[config.mk]
export PLATFORM = sky130hd
export DESIGN_NAME = modbus_sram_arbiter
export DESIGN_NICKNAME = d
export VERILOG_FILES = /design/src/rtl/modbus_sram_pkg.sv /design/src/rtl/modbus_rr_arb2.sv /design/src/rtl/modbus_sram_arbiter.sv
export SDC_FILE = /design/constraint.sdc
export NUM_CORES = 1
export LEC_CHECK = 0
export BUFFER_PORTS_ARGS = -buffer_cell sky130_fd_sc_hd__buf_2
export CORE_UTILIZATION = 40
export CTS_CLUSTER_DIAMETER = 200
export DETAILED_ROUTE_END_ITERATION = 6
export PLACE_DENSITY_LB_ADDON = 0.2
export SYNTH_ARGS = -nofsm -noshare
export SYNTH_HDL_FRONTEND = slang
export SYNTH_SLANG_ARGS = --single-unit
[constraint.sdc]
create_clock -name i_clk -period 2.3 [get_ports i_clk]
set_input_delay 0.345 -clock i_clk [delete_from_list [all_inputs] [get_ports i_clk]]
set_output_delay 0.345 -clock i_clk [all_outputs]
set_load 0.01 [all_outputs]
[src/rtl/modbus_sram_pkg.sv]
// Shared types for the register-space SRAM arbiter:
// FSM states, port owner encoding and the Modbus write mask.
package modbus_sram_pkg;

  typedef enum logic [1:0] {
    ST_IDLE  = 2'd0,
    ST_ISSUE = 2'd1,
    ST_WAIT  = 2'd2,
    ST_DONE  = 2'd3
  } state_e;

  typedef enum logic {
    OWN_WB = 1'b0,
    OWN_MB = 1'b1
  } owner_e;

  localparam logic [3:0] MB_WMASK = 4'b0011;

endpackage

[src/rtl/modbus_rr_arb2.sv]
// Two-way round-robin picker: bit 0 = Wishbone, bit 1 = Modbus.
// Combinational; the caller only acts on the grant while idle.
module modbus_rr_arb2
  import modbus_sram_pkg::*;
(
  input  logic [1:0] req_i,
  input  owner_e     last_i,
  output logic [1:0] gnt_o
);

  // a tie goes to whichever side did not own the previous access
  always_comb begin
    gnt_o = req_i;
    if (req_i == 2'b11) begin
      gnt_o = (last_i == OWN_WB) ? 2'b10 : 2'b01;
    end
  end

endmodule

[src/rtl/modbus_sram_arbiter.sv]
// Shares SRAM port 0 between the Wishbone slave and the Modbus
// controller: one access in flight, round-robin, registered controls.
module modbus_sram_arbiter
  import modbus_sram_pkg::*;
#(
  parameter int ADDR_W = 8,
  parameter int RD_LAT = 1
) (
  input  logic              i_clk,
  input  logic              i_rst_n,
  input  logic              i_wbs_cyc,
  input  logic              i_wbs_stb,
  input  logic              i_wbs_we,
  input  logic [3:0]        i_wbs_sel,
  input  logic [31:0]       i_wbs_adr,
  input  logic [31:0]       i_wbs_dat,
  output logic              o_wbs_ack,
  output logic [31:0]       o_wbs_dat,
  input  logic [ADDR_W-1:0] i_mb_addr,
  input  logic              i_mb_wren,
  input  logic              i_mb_rden,
  input  logic [15:0]       i_mb_din,
  output logic [15:0]       o_mb_dout,
  output logic              o_mb_rdvalid,
  output logic              o_mb_wrready,
  output logic              o_mb_drop,
  output logic              sram_csb0,
  output logic              sram_web0,
  output logic [3:0]        sram_wmask0,
  output logic [ADDR_W-1:0] sram_addr0,
  output logic [31:0]       sram_din0,
  input  logic [31:0]       sram_dout0
);

  localparam logic [1:0] LAT = 2'(RD_LAT);

  state_e state_q, state_d;
  owner_e owner_q, last_q;
  logic              op_we_q;
  logic [1:0]        cnt_q;
  logic [31:0]       rdata_q;

  logic              slot_v_q;
  logic [ADDR_W-1:0] slot_addr_q;
  logic [15:0]       slot_din_q;
  logic              slot_we_q;
  logic              drop_q;

  logic              csb_q, web_q;
  logic [3:0]        wmask_q;
  logic [ADDR_W-1:0] addr_q;
  logic [31:0]       din_q;

  logic       wb_req, mb_pulse, mb_done;
  logic [1:0] gnt;
  logic       unused_adr;

  assign wb_req   = i_wbs_cyc & i_wbs_stb;
  assign mb_pulse = i_mb_wren | i_mb_rden;
  assign mb_done  = (state_q == ST_DONE) && (owner_q == OWN_MB);

  assign unused_adr = ^{i_wbs_adr[31:ADDR_W+2], i_wbs_adr[1:0]};

  modbus_rr_arb2 u_arb (
    .req_i  ({slot_v_q, wb_req}),
    .last_i (last_q),
    .gnt_o  (gnt)
  );

  // FSM state register
  always_ff @(posedge i_clk or negedge i_rst_n) begin
    if (!i_rst_n) state_q <= ST_IDLE;
    else          state_q <= state_d;
  end

  // FSM next state
  always_comb begin
    state_d = state_q;
    unique case (state_q)
      ST_IDLE:  if (|gnt) state_d = ST_ISSUE;
      ST_ISSUE: state_d = op_we_q ? ST_DONE : ST_WAIT;
      ST_WAIT:  if (cnt_q == 2'd1) state_d = ST_DONE;
      ST_DONE:  state_d = ST_IDLE;
    endcase
  end

  // completion strobes, one cycle in DONE
  always_comb begin
    o_wbs_ack    = (state_q == ST_DONE) && (owner_q == OWN_WB);
    o_mb_rdvalid = mb_done && !op_we_q;
  end

  // SRAM controls, read capture and grant history
  always_ff @(posedge i_clk or negedge i_rst_n) begin
    if (!i_rst_n) begin
      csb_q   <= 1'b1;
      web_q   <= 1'b1;
      wmask_q <= '0;
      addr_q  <= '0;
      din_q   <= '0;
      owner_q <= OWN_WB;
      last_q  <= OWN_WB;
      op_we_q <= 1'b0;
      cnt_q   <= '0;
      rdata_q <= '0;
    end else begin
      unique case (state_q)
        ST_IDLE: begin
          if (gnt[1]) begin
            owner_q <= OWN_MB;
            op_we_q <= slot_we_q;
            csb_q   <= 1'b0;
            web_q   <= ~slot_we_q;
            addr_q  <= slot_addr_q;
            din_q   <= {16'h0, slot_din_q};
            wmask_q <= slot_we_q ? MB_WMASK : 4'b0000;
          end else if (gnt[0]) begin
            owner_q <= OWN_WB;
            op_we_q <= i_wbs_we;
            csb_q   <= 1'b0;
            web_q   <= ~i_wbs_we;
            addr_q  <= i_wbs_adr[ADDR_W+1:2];
            din_q   <= i_wbs_dat;
            wmask_q <= i_wbs_we ? i_wbs_sel : 4'b0000;
          end
        end
        ST_ISSUE: begin
          csb_q <= 1'b1;
          web_q <= 1'b1;
          cnt_q <= LAT;
        end
        ST_WAIT: begin
          cnt_q <= cnt_q - 2'd1;
          if (cnt_q == 2'd1) rdata_q <= sram_dout0;
        end
        ST_DONE: last_q <= owner_q;
      endcase
    end
  end

  // one-deep Modbus request slot and drop flag
  always_ff @(posedge i_clk or negedge i_rst_n) begin
    if (!i_rst_n) begin
      slot_v_q    <= 1'b0;
      slot_addr_q <= '0;
      slot_din_q  <= '0;
      slot_we_q   <= 1'b0;
      drop_q      <= 1'b0;
    end else begin
      drop_q <= mb_pulse & slot_v_q;
      if (mb_done) begin
        slot_v_q <= 1'b0;
      end else if (mb_pulse && !slot_v_q) begin
        slot_v_q    <= 1'b1;
        slot_addr_q <= i_mb_addr;
        slot_din_q  <= i_mb_din;
        slot_we_q   <= i_mb_wren;
      end
    end
  end

  assign o_wbs_dat    = rdata_q;
  assign o_mb_dout    = rdata_q[15:0];
  assign o_mb_wrready = ~slot_v_q;
  assign o_mb_drop    = drop_q;
  assign sram_csb0    = csb_q;
  assign sram_web0    = web_q;
  assign sram_wmask0  = wmask_q;
  assign sram_addr0   = addr_q;
  assign sram_din0    = din_q;

endmodule

==> impl_metrics.env, run 1 <==
export IMPL_fin_nets=707
export IMPL_skew_ps=5.721
export IMPL_io_pins=229
export IMPL_p_switching_uw=3326
export IMPL_worstSetupEndpointType="flip-flop"
export IMPL_crit_start="state_q[1]"
export IMPL_grt_pass1_vias=3464
export IMPL_dieArea_um2=12290
export IMPL_synth_compound_area_share_pct=12.60
export IMPL_clkTransAtPathRegs_ps=70
export IMPL_cpLargestDelayFamily="flip-flops"
export IMPL_overflow=0
export IMPL_fin_area_um2=6072
export IMPL_drtIter0Drc=118
export IMPL_cp_slowest_cell="dfrtp_1"
export IMPL_gp_congestion=0.7556
export IMPL_synth_area_leaders="dfrtp_1 (58%), mux2_2 (7.6%), mux2_1 (5.7%)"
export IMPL_worstRegToRegCells=5
export IMPL_die_x_um=110.8
export IMPL_outcome="completed"
export IMPL_multi_input_area_um2=1648
export IMPL_cts_tree="done"
export IMPL_syn_to_final_growth_pct=28.15
export IMPL_netlist_instances=377
export IMPL_crit_required_ps=2520
export IMPL_crit_chain="ha_1 -> a21oi_1 -> nor2b_2 -> buf_12 -> mux2_1"
export IMPL_synth_common_cells="dfrtp_1 (110), a21oi_1 (32), mux2_2 (32)"
export IMPL_ir_drop_uv=604.2
export IMPL_startpoint_type="flip-flop"
export IMPL_power_frac_comb_pct=45.1
export IMPL_wire_per_inst_um=14.88
export IMPL_path_max_fanout=24
export IMPL_rsz0062_at_grt="no"
export IMPL_regToRegEndpoint="slot_din_q[3]"
export IMPL_drv_slew=0
export IMPL_cp_num_buf_inv=1
export IMPL_synthMuxAreaShare_pct=13.73
export IMPL_synth_top_cell_area_share_pct=58.09
export IMPL_crit_end="slot_din_q[3]"
export IMPL_fin_setup_tns_ps=0
export IMPL_syn_avg_cell_area_um2=12.57
export IMPL_hold_path_class="primary input to flip-flop"
export IMPL_path_depth=5
export IMPL_synth_ff_type="dfrtp_1"
export IMPL_synthDistinctLibCells=30
export IMPL_dpl_hpwl_um=7924
export IMPL_ys_warn_count=0
export IMPL_grt_pass1_wl_um=17140
export IMPL_crit_arrival_ps=2000
export IMPL_internal_power_uw=5501
export IMPL_async_flop_share_pct=100.0
export IMPL_finalWirelength_um=10680
export IMPL_syn_area_um2=4738
export IMPL_seq_area_frac_synth_pct=59.20
export IMPL_post_route_min_period_ps=1780
export IMPL_die_height_um=110.8
export IMPL_antenna_found_initial=0
export IMPL_grt_max_degree=41
export IMPL_hold_viol_final=0
export IMPL_yosys_area_share_adder_pct=1.584
export IMPL_p_leak_uw=0.002976
export IMPL_holdWs_ps=212.3
export IMPL_utilization_pct=52.95
export IMPL_clkLatencyLatePin_ps=340
export IMPL_cts_num_sinks=112
export IMPL_coreArea_um2=11470
export IMPL_worst_slew_pin_slew_ps=534.7
export IMPL_max_freq_ghz=0.5618
export IMPL_cap_violations=0
export IMPL_clockRootBuffer="clkbuf_16"
export IMPL_cpPeakStageDelay_ps=420
export IMPL_antennaDiodeCount=0
export IMPL_via_per_inst=4.795
export IMPL_numCtsBuffers=9
export IMPL_synth_xor_area_share_pct=0
export IMPL_clockPowerShare_pct=16.1
export IMPL_synth_top_family_by_area="multiplexers"
export IMPL_reg2reg_slack_ps=520
export IMPL_p_per_area_nw_per_um2=1454
export IMPL_reg2reg_from="state_q[1]"
export IMPL_htree_levels=3
export IMPL_sw_frac_of_total_pct=37.68
export IMPL_max_slew_margin_pct=64.35
export IMPL_ant_nets=0
export IMPL_yosysMostFrequentCell="dfrtp_1"
export IMPL_setup_violations_final=0
export IMPL_timing_worst_setup_path_type="flip-flop to flip-flop"
export IMPL_synth_edff_count=0
export IMPL_initial_core_util_pct=41.32
export IMPL_vias=3443
export IMPL_drc=0
export IMPL_ys_ff_latch=112
export IMPL_grt_use_total_pct=17.75
export IMPL_synthesis_nets=514
export IMPL_drtPass1Iterations=4
export IMPL_core_rowCount=39
export IMPL_fill_cells=1040
export IMPL_drive_gt1_share_pct=50.61
export IMPL_finalCritPeriodShare_pct=77.39
export IMPL_synthSimpleGateAreaFrac_pct=6.760
export IMPL_seq_area_um2=2805
export IMPL_ctsLongestPathBuffers=2
export IMPL_p_seq_share_pct=38.8
export IMPL_fin_cells=718
export IMPL_postPlaceCellArea_um2=5797
export IMPL_yosys_area_top_type="dfrtp_1"
export IMPL_dp_cells=701
export IMPL_portBuffers=204
## area by class of cell
| type | count | share of cell area (%) |
|---|---|---|
| multi-input cells | 224 | 27.14 |
| well taps | 143 | 2.947 |
| clock buffers | 10 | 3.771 |
| clock inverters | 6 | 0.5976 |
| repair buffers | 218 | 19.04 |
| inverters | 5 | 0.3091 |
| flip-flops and latches | 112 | 46.20 |
## routing by layer
metal	global-route usage [%]	wire, µm
met5	0	0
met1	21.51	4471
met4	8.978	273
met2	30.81	5522
met3	2.515	416
## sequential cells by signal, summed over array words and instances (netlist names)
name,count
sram_wmask0,4
slot_din_q,16
cnt_q,2
sram_csb0,1
o_wbs_dat,32
sram_din0,32
sram_addr0,8
sram_web0,1
slot_addr_q,8
op_we_q,1
last_q,1
slot_v_q,1
owner_q,1
slot_we_q,1
state_q,2
o_mb_drop,1
## power groups by stage
stage	combinational, µW	sequential (µW)	clock, µW
after detailed placement	4060	3470	0
after floorplan	2590	3710	0
after global placement	3960	3410	0
final	3980	3430	1420
after global routing	4370	3550	1550
after CTS	4060	3440	1460
## metrics by stage
step	worst slack [ps]	power (µW)
floorplan	657.9	6303
global route	365.0	9468
global placement	577.5	7370
CTS	522.0	8965
finish	520.0	8827
detailed placement	526.2	7525
## layout by cell type, fill, tap and decap left out, types with 5 or more instances in the layout
cell type	n
buf_2	203
dfrtp_1	110
a21oi_1	32
mux2_2	32
nor2_1	31
nand2_1	31
mux2_1	24
a21oi_2	21
a22o_1	20
buf_4	12
clkbuf_16	9
ha_1	6
inv_1	5
nand3_1	5
## worst min path at each step
stage | from | slack (ps) | cells past startpoint | to
finish | i_wbs_dat[17] | 210 | 2 | sram_din0[17]
CTS | i_wbs_dat[17] | 200 | 2 | sram_din0[17]
floorplan | i_rst_n | 50 | 0 | cnt_q[0]
global placement | i_rst_n | 350 | 1 | o_wbs_dat[8]
global route | i_mb_addr[5] | 210 | 2 | slot_addr_q[5]
detailed placement | i_rst_n | 360 | 1 | o_wbs_dat[5]
## kinds of logic (layout without fill, tap and decap cells)
kind of cell,count (synthesis),after routing
compound gates,85,85
mux,58,58
simple gates,75,75
buf+inv,41,239
flops,112,112
fa+ha+maj,6,6
## repair_timing
action | 4_1_cts | 5_1_grt
hold buffers | 1 | 0
gates resized for setup | 0 | 0
hold endpoints to repair | 17 | 0
setup buffers | 0 | 0
(Power assumes the default switching activity.)
==> run 2, diff against run 1 <==
==> constraint.sdc (replaced) <==
create_clock -name i_clk -period 1.75 [get_ports i_clk]
set_input_delay 0.2625 -clock i_clk [delete_from_list [all_inputs] [get_ports i_clk]]
set_output_delay 0.2625 -clock i_clk [all_outputs]
set_load 0.01 [all_outputs]
==> run 2 against run 1 <==
Compared with the run above: critical path depth unchanged; die area is the same; cell area grew 2.8%; sequential share of layout area down 1.3 points; combinational power increased by 36%; count of clock-buffer cells in the layout rose by 2; critical path type unchanged; largest cell class unchanged.
==> impl_metrics.env, run 2 (synthesis gave the netlist of run 1 again) <==
export IMPL_outcome="completed"
export IMPL_crit_arrival_ps=1860
export IMPL_power_total_uw=12180
export IMPL_skew_ps=7.923
export IMPL_postPlaceCellArea_um2=5869
export IMPL_rsz0062_at_grt="no"
export IMPL_clockPowerShare_pct=18.7
export IMPL_gr_usage_met2_pct=31.72
export IMPL_via_per_inst=4.821
export IMPL_fin_setup_tns_ps=0
export IMPL_vias=3481
export IMPL_reg2reg_slack_ps=120
export IMPL_drc=0
export IMPL_grt_pass1_vias=3606
export IMPL_core_rowCount=39
export IMPL_ir_drop_uv=854.4
export IMPL_cts_num_sinks=112
export IMPL_clkLatencyLatePin_ps=350
export IMPL_grt_busiest_layer="met2"
export IMPL_die_x_um=110.8
export IMPL_clockRootBuffer="clkbuf_16"
export IMPL_p_per_area_nw_per_um2=1951
export IMPL_numCtsBuffers=9
export IMPL_hold_path_class="primary input to flip-flop"
export IMPL_cts_tree="done"
export IMPL_final_common_cell="buf_2"
export IMPL_sw_frac_of_total_pct=36.40
export IMPL_gp_congestion=0.7497
export IMPL_grt_pass1_wl_um=17840
export IMPL_power_frac_comb_pct=44.3
export IMPL_drive_gt1_share_pct=51.12
export IMPL_max_freq_ghz=0.6119
export IMPL_ant_nets=0
export IMPL_dp_cells=704
export IMPL_syn_to_final_growth_pct=31.71
export IMPL_reg2reg_from="state_q[1]"
export IMPL_ctsLongestPathBuffers=2
export IMPL_cp_slowest_cell="dfrtp_1"
export IMPL_use_met3_pct=2.679
export IMPL_htree_levels=3
export IMPL_path_max_fanout=24
export IMPL_antenna_found_initial=0
export IMPL_antennaDiodeCount=0
export IMPL_startpoint_type="flip-flop"
export IMPL_hold_viol_final=0
export IMPL_grt_max_degree=40
export IMPL_internal_power_uw=7745
export IMPL_p_switching_uw=4433
export IMPL_dpl_hpwl_um=7952
export IMPL_portBuffers=204
export IMPL_cap_violations=0
export IMPL_worst_slew_pin_slew_ps=393.3
export IMPL_fin_nets=711
export IMPL_setup_violations_final=0
export IMPL_coreArea_um2=11470
export IMPL_crit_chain="ha_1 -> a21oi_2 -> nor2b_4 -> buf_12 -> mux2_1"
export IMPL_initial_core_util_pct=41.32
export IMPL_drv_slew=0
export IMPL_holdCritStartpoint="i_wbs_dat[26]"
export IMPL_dieArea_um2=12290
export IMPL_worstSetupEndpointType="flip-flop"
export IMPL_crit_required_ps=1970
export IMPL_mostFrequentLayoutCells="buf_2 (203), dfrtp_1 (110), mux2_2 (32)"
export IMPL_wire_per_inst_um=14.79
export IMPL_cpPeakStageDelay_ps=410
export IMPL_p_seq_share_pct=37.0
export IMPL_clkTransAtPathRegs_ps=70
export IMPL_grt_use_total_pct=18.29
export IMPL_fin_cells=722
export IMPL_p_leak_uw=0.003049
export IMPL_post_route_min_period_ps=1634
export IMPL_fin_area_um2=6241
export IMPL_max_slew_margin_pct=73.78
export IMPL_io_pins=229
export IMPL_timing_worst_setup_path_type="flip-flop to flip-flop"
export IMPL_drtIter0Drc=107
export IMPL_drtPass1Iterations=4
export IMPL_crit_start="state_q[1]"
export IMPL_place_ws_ps=78.57
export IMPL_finalCritPeriodShare_pct=93.38
export IMPL_use_met1_pct=23.20
export IMPL_finalWirelength_um=10680
export IMPL_overflow=0
export IMPL_worst_slack_ps=115.9
export IMPL_die_height_um=110.8
[run 2: changes by cell type in the layout (fill, tap and decap cells not counted), sizes merged]
cell	previous run	this run
buf	217	221
clkinv	5	1
bufinv	0	2
clkbuf	10	12
[run 2: timing repair]
action / CTS / global route
endpoints found under the hold margin: 24 / 0
resized for setup: 0 / 2
hold buffers: 1 / 0
setup endpoints to repair: 0 / 38
setup buffers: 0 / 1
[run 2: critical path: cells and delay by family (launching register included)]
kind / cells / cell delay (ps)
flip-flops: 1 / 410
adder cells (fa/ha/maj): 1 / 240
AND/OR/NAND/NOR: 1 / 170
buffers and inverters: 1 / 190
AO/OA/AOI/OAI: 1 / 150
multiplexers: 1 / 340
[run 2: final timing paths]
path / endpoint / depth (start not counted)
max in group asynchronous: sram_din0[14] / 3
min in group asynchronous: o_wbs_dat[6] / 2
max: slot_din_q[7] / 5
max reg2reg: slot_din_q[7] / 5
min reg2reg: slot_din_q[14] / 1
min: sram_din0[26] / 2
[run 2: per-stage QoR]
step | utilization [%] | hold WS, ps
4_1_cts | 54.17 | 112.6
3_3_place_gp | 51.18 | 212.8
6_report | 54.42 | 124.7
2_1_floorplan | - | -33.09
5_1_grt | 54.42 | 115.2
3_5_place_dp | 51.18 | 215.6
[run 2: layout make-up]
cell class                 instances  area (µm²)
clock buffer                      12       256.5
timing repair buffer             222        1249
multi-input combinational        224        1657
sequential                       112        2805
fill                            1023        5226
inverter                           5       18.77
clock inverter                     4       76.32
tap                              143       178.9
[run 2: power by group through the flow]
stage                     logic (µW)  registers (µW)  clock network, µW
after floorplan                 3410            4870                  0
after global placement          5310            4500                  0
after detailed placement        5450            4560                  0
after CTS                       5450            4520               2320
after global routing            5960            4680               2430
final                           5400            4510               2270
[run 2: routing by layer]
layer	wire [µm]	vias up
li1	-	1679
met1	4558	1697
met2	5533	92
met3	423	13
met4	163	0
met5	0	-
==> run 3, diff against run 2 <==
--- a/config.mk
+++ b/config.mk
@@ -10,6 +10,7 @@
 export CTS_CLUSTER_DIAMETER = 200
 export DETAILED_ROUTE_END_ITERATION = 6
 export PLACE_DENSITY_LB_ADDON = 0.2
+export RECOVER_POWER = 100
 export SYNTH_ARGS = -nofsm -noshare
 export SYNTH_HDL_FRONTEND = slang
 export SYNTH_SLANG_ARGS = --single-unit
==> constraint.sdc (replaced) <==
create_clock -name i_clk -period 1.7 [get_ports i_clk]
set_input_delay 0.255 -clock i_clk [delete_from_list [all_inputs] [get_ports i_clk]]
set_output_delay 0.255 -clock i_clk [all_outputs]
set_load 0.01 [all_outputs]
==> run 3 against run 2 <==
Compared with the run above: critical path depth did not move; sequential power rose by 3%; setup slack got worse by 44 ps; critical path type unchanged; largest cell class unchanged.
==> impl_metrics.env, run 3 (synthesis gave the netlist of run 1 again) <==
export IMPL_syn_to_final_growth_pct=31.21
export IMPL_cts_tree="done"
export IMPL_grt_pass1_wl_um=17420
export IMPL_dieArea_um2=12290
export IMPL_portBuffers=204
export IMPL_coreArea_um2=11470
export IMPL_ctsLongestPathBuffers=2
export IMPL_drive_gt1_share_pct=51.54
export IMPL_grt_pass1_vias=3504
export IMPL_cap_violations=0
export IMPL_vias=3460
export IMPL_path_max_fanout=11
export IMPL_rsz0062_at_grt="yes"
export IMPL_cts_num_sinks=112
export IMPL_numCtsBuffers=9
export IMPL_skew_ps=6.397
export IMPL_reg2reg_from="state_q[1]"
export IMPL_initial_core_util_pct=41.32
export IMPL_ir_drop_uv=914.2
export IMPL_die_height_um=110.8
export IMPL_drv_slew=0
export IMPL_startpoint_type="flip-flop"
export IMPL_ant_nets=0
export IMPL_mostFrequentLayoutCells="buf_2 (203), dfrtp_1 (110), mux2_2 (32)"
export IMPL_p_per_area_nw_per_um2=1973
export IMPL_fin_nets=716
export IMPL_die_x_um=110.8
export IMPL_timing_worst_setup_path_type="flip-flop to flip-flop"
export IMPL_final_common_cell="buf_2"
export IMPL_grt_use_total_pct=17.74
export IMPL_clockRootBuffer="clkbuf_16"
export IMPL_overflow=0
export IMPL_wire_per_inst_um=14.49
export IMPL_max_slew_margin_pct=36.44
export IMPL_hold_path_class="primary input to flip-flop"
export IMPL_grt_max_degree=40
export IMPL_crit_arrival_ps=1850
export IMPL_drtPass1Iterations=4
export IMPL_dpl_hpwl_um=7989
export IMPL_place_ws_ps=-18.84
export IMPL_post_route_min_period_ps=1628
export IMPL_worstSetupEndpointType="flip-flop"
export IMPL_htree_levels=3
export IMPL_finalWirelength_um=10530
export IMPL_worst_slew_pin_slew_ps=953.4
export IMPL_fin_setup_tns_ps=0
export IMPL_via_per_inst=4.759
export IMPL_crit_required_ps=1920
export IMPL_p_leak_uw=0.003040
export IMPL_setup_violations_final=0
export IMPL_regToRegEndpoint="slot_din_q[6]"
export IMPL_core_rowCount=39
export IMPL_clkTransAtPathRegs_ps=70
export IMPL_worst_slack_ps=71.75
export IMPL_antennaDiodeCount=0
export IMPL_max_freq_ghz=0.6142
export IMPL_worstRegToRegCells=5
export IMPL_outcome="completed"
export IMPL_crit_end="slot_din_q[6]"
export IMPL_drc=0
export IMPL_crit_start="state_q[1]"
export IMPL_finalCritPeriodShare_pct=95.78
export IMPL_gp_congestion=0.7631
export IMPL_antenna_found_initial=0
export IMPL_reg2reg_slack_ps=70
export IMPL_clkLatencyLatePin_ps=340
export IMPL_hold_viol_final=0
export IMPL_io_pins=229
export IMPL_drtIter0Drc=119
==> run 3: changes by cell type in the layout (fill, tap and decap cells not counted) <==
cell        previous run  this run
clkbuf_1               1         3
buf_4                 11        14
clkbuf_2               0         1
bufinv_16              2         0
clkinvlp_4             1         0
buf_8                  0         1
ha_1                   6         4
clkinv_4               1         3
buf_12                 7         5
buf_6                  0         1
ha_2                   0         2
==> run 3: power breakdown <==
part	switching (µW)	total (µW)	internal, µW
combinational	2920	5620	2710
sequential	677	4630	3960
clock	925	2010	1080
total	4520	12300	7750
==> run 3: repair_timing <==
action | in CTS | in global routing
resized for setup | 6 | 3
gates cloned | 0 | 0
endpoints found under the setup margin | 24 | 57
pin swaps | 0 | 1
hold buffers | 1 | 0
setup buffers | 0 | 3
hold endpoints to repair | 13 | 0
==> run 3: metal layers <==
metal  vias up  global-route usage, %  part of all wire, %
li1       1694                      -                    -
met1      1652                  22.97                   44
met2        96                  29.77                   50
met3        18                  2.296                  4.0
met4         0                  7.911                  2.4
met5         -                      0                    0
==> run 3: layout make-up <==
class	instances	area, µm²
multi-input combinational	224	1662
fill	1029	5250
tap	143	178.9
clock inverter	3	26.28
inverter	5	18.77
clock buffer	13	260.3
timing repair buffer	227	1266
sequential	112	2805
==> run 3: worst min-delay path by stage <==
stage	depth (start not counted)	from	end
2_1_floorplan	0	i_rst_n	cnt_q[0]
3_3_place_gp	1	i_rst_n	o_wbs_dat[5]
3_5_place_dp	1	i_rst_n	o_wbs_dat[7]
4_1_cts	2	i_wbs_dat[25]	sram_din0[25]
5_1_grt	2	i_wbs_dat[22]	sram_din0[22]
6_report	2	i_wbs_dat[26]	sram_din0[26]
==> run 3: critical path: stages, from the launching register on <==
cell and delay [ps]:
dfrtp_1 420, ha_2 220, a21oi_2 140, nor2b_4 210, buf_8 170, mux2_1 340
==> run 3: metrics by stage <==
stage / hold WS [ps] / cells / util (%) / power (µW) / cell area, µm²
2_1_floorplan: -40.59 / 377 / - / 8527 / 4738
3_3_place_gp: 142.2 / 707 / 51.16 / 10080 / 5867
3_5_place_dp: 138.8 / 707 / 51.16 / 10270 / 5867
4_1_cts: 112.3 / 724 / 53.96 / 12360 / 6187
5_1_grt: 119.4 / 727 / 54.22 / 13180 / 6217
6_report: 124.8 / 727 / 54.22 / 12260 / 6217
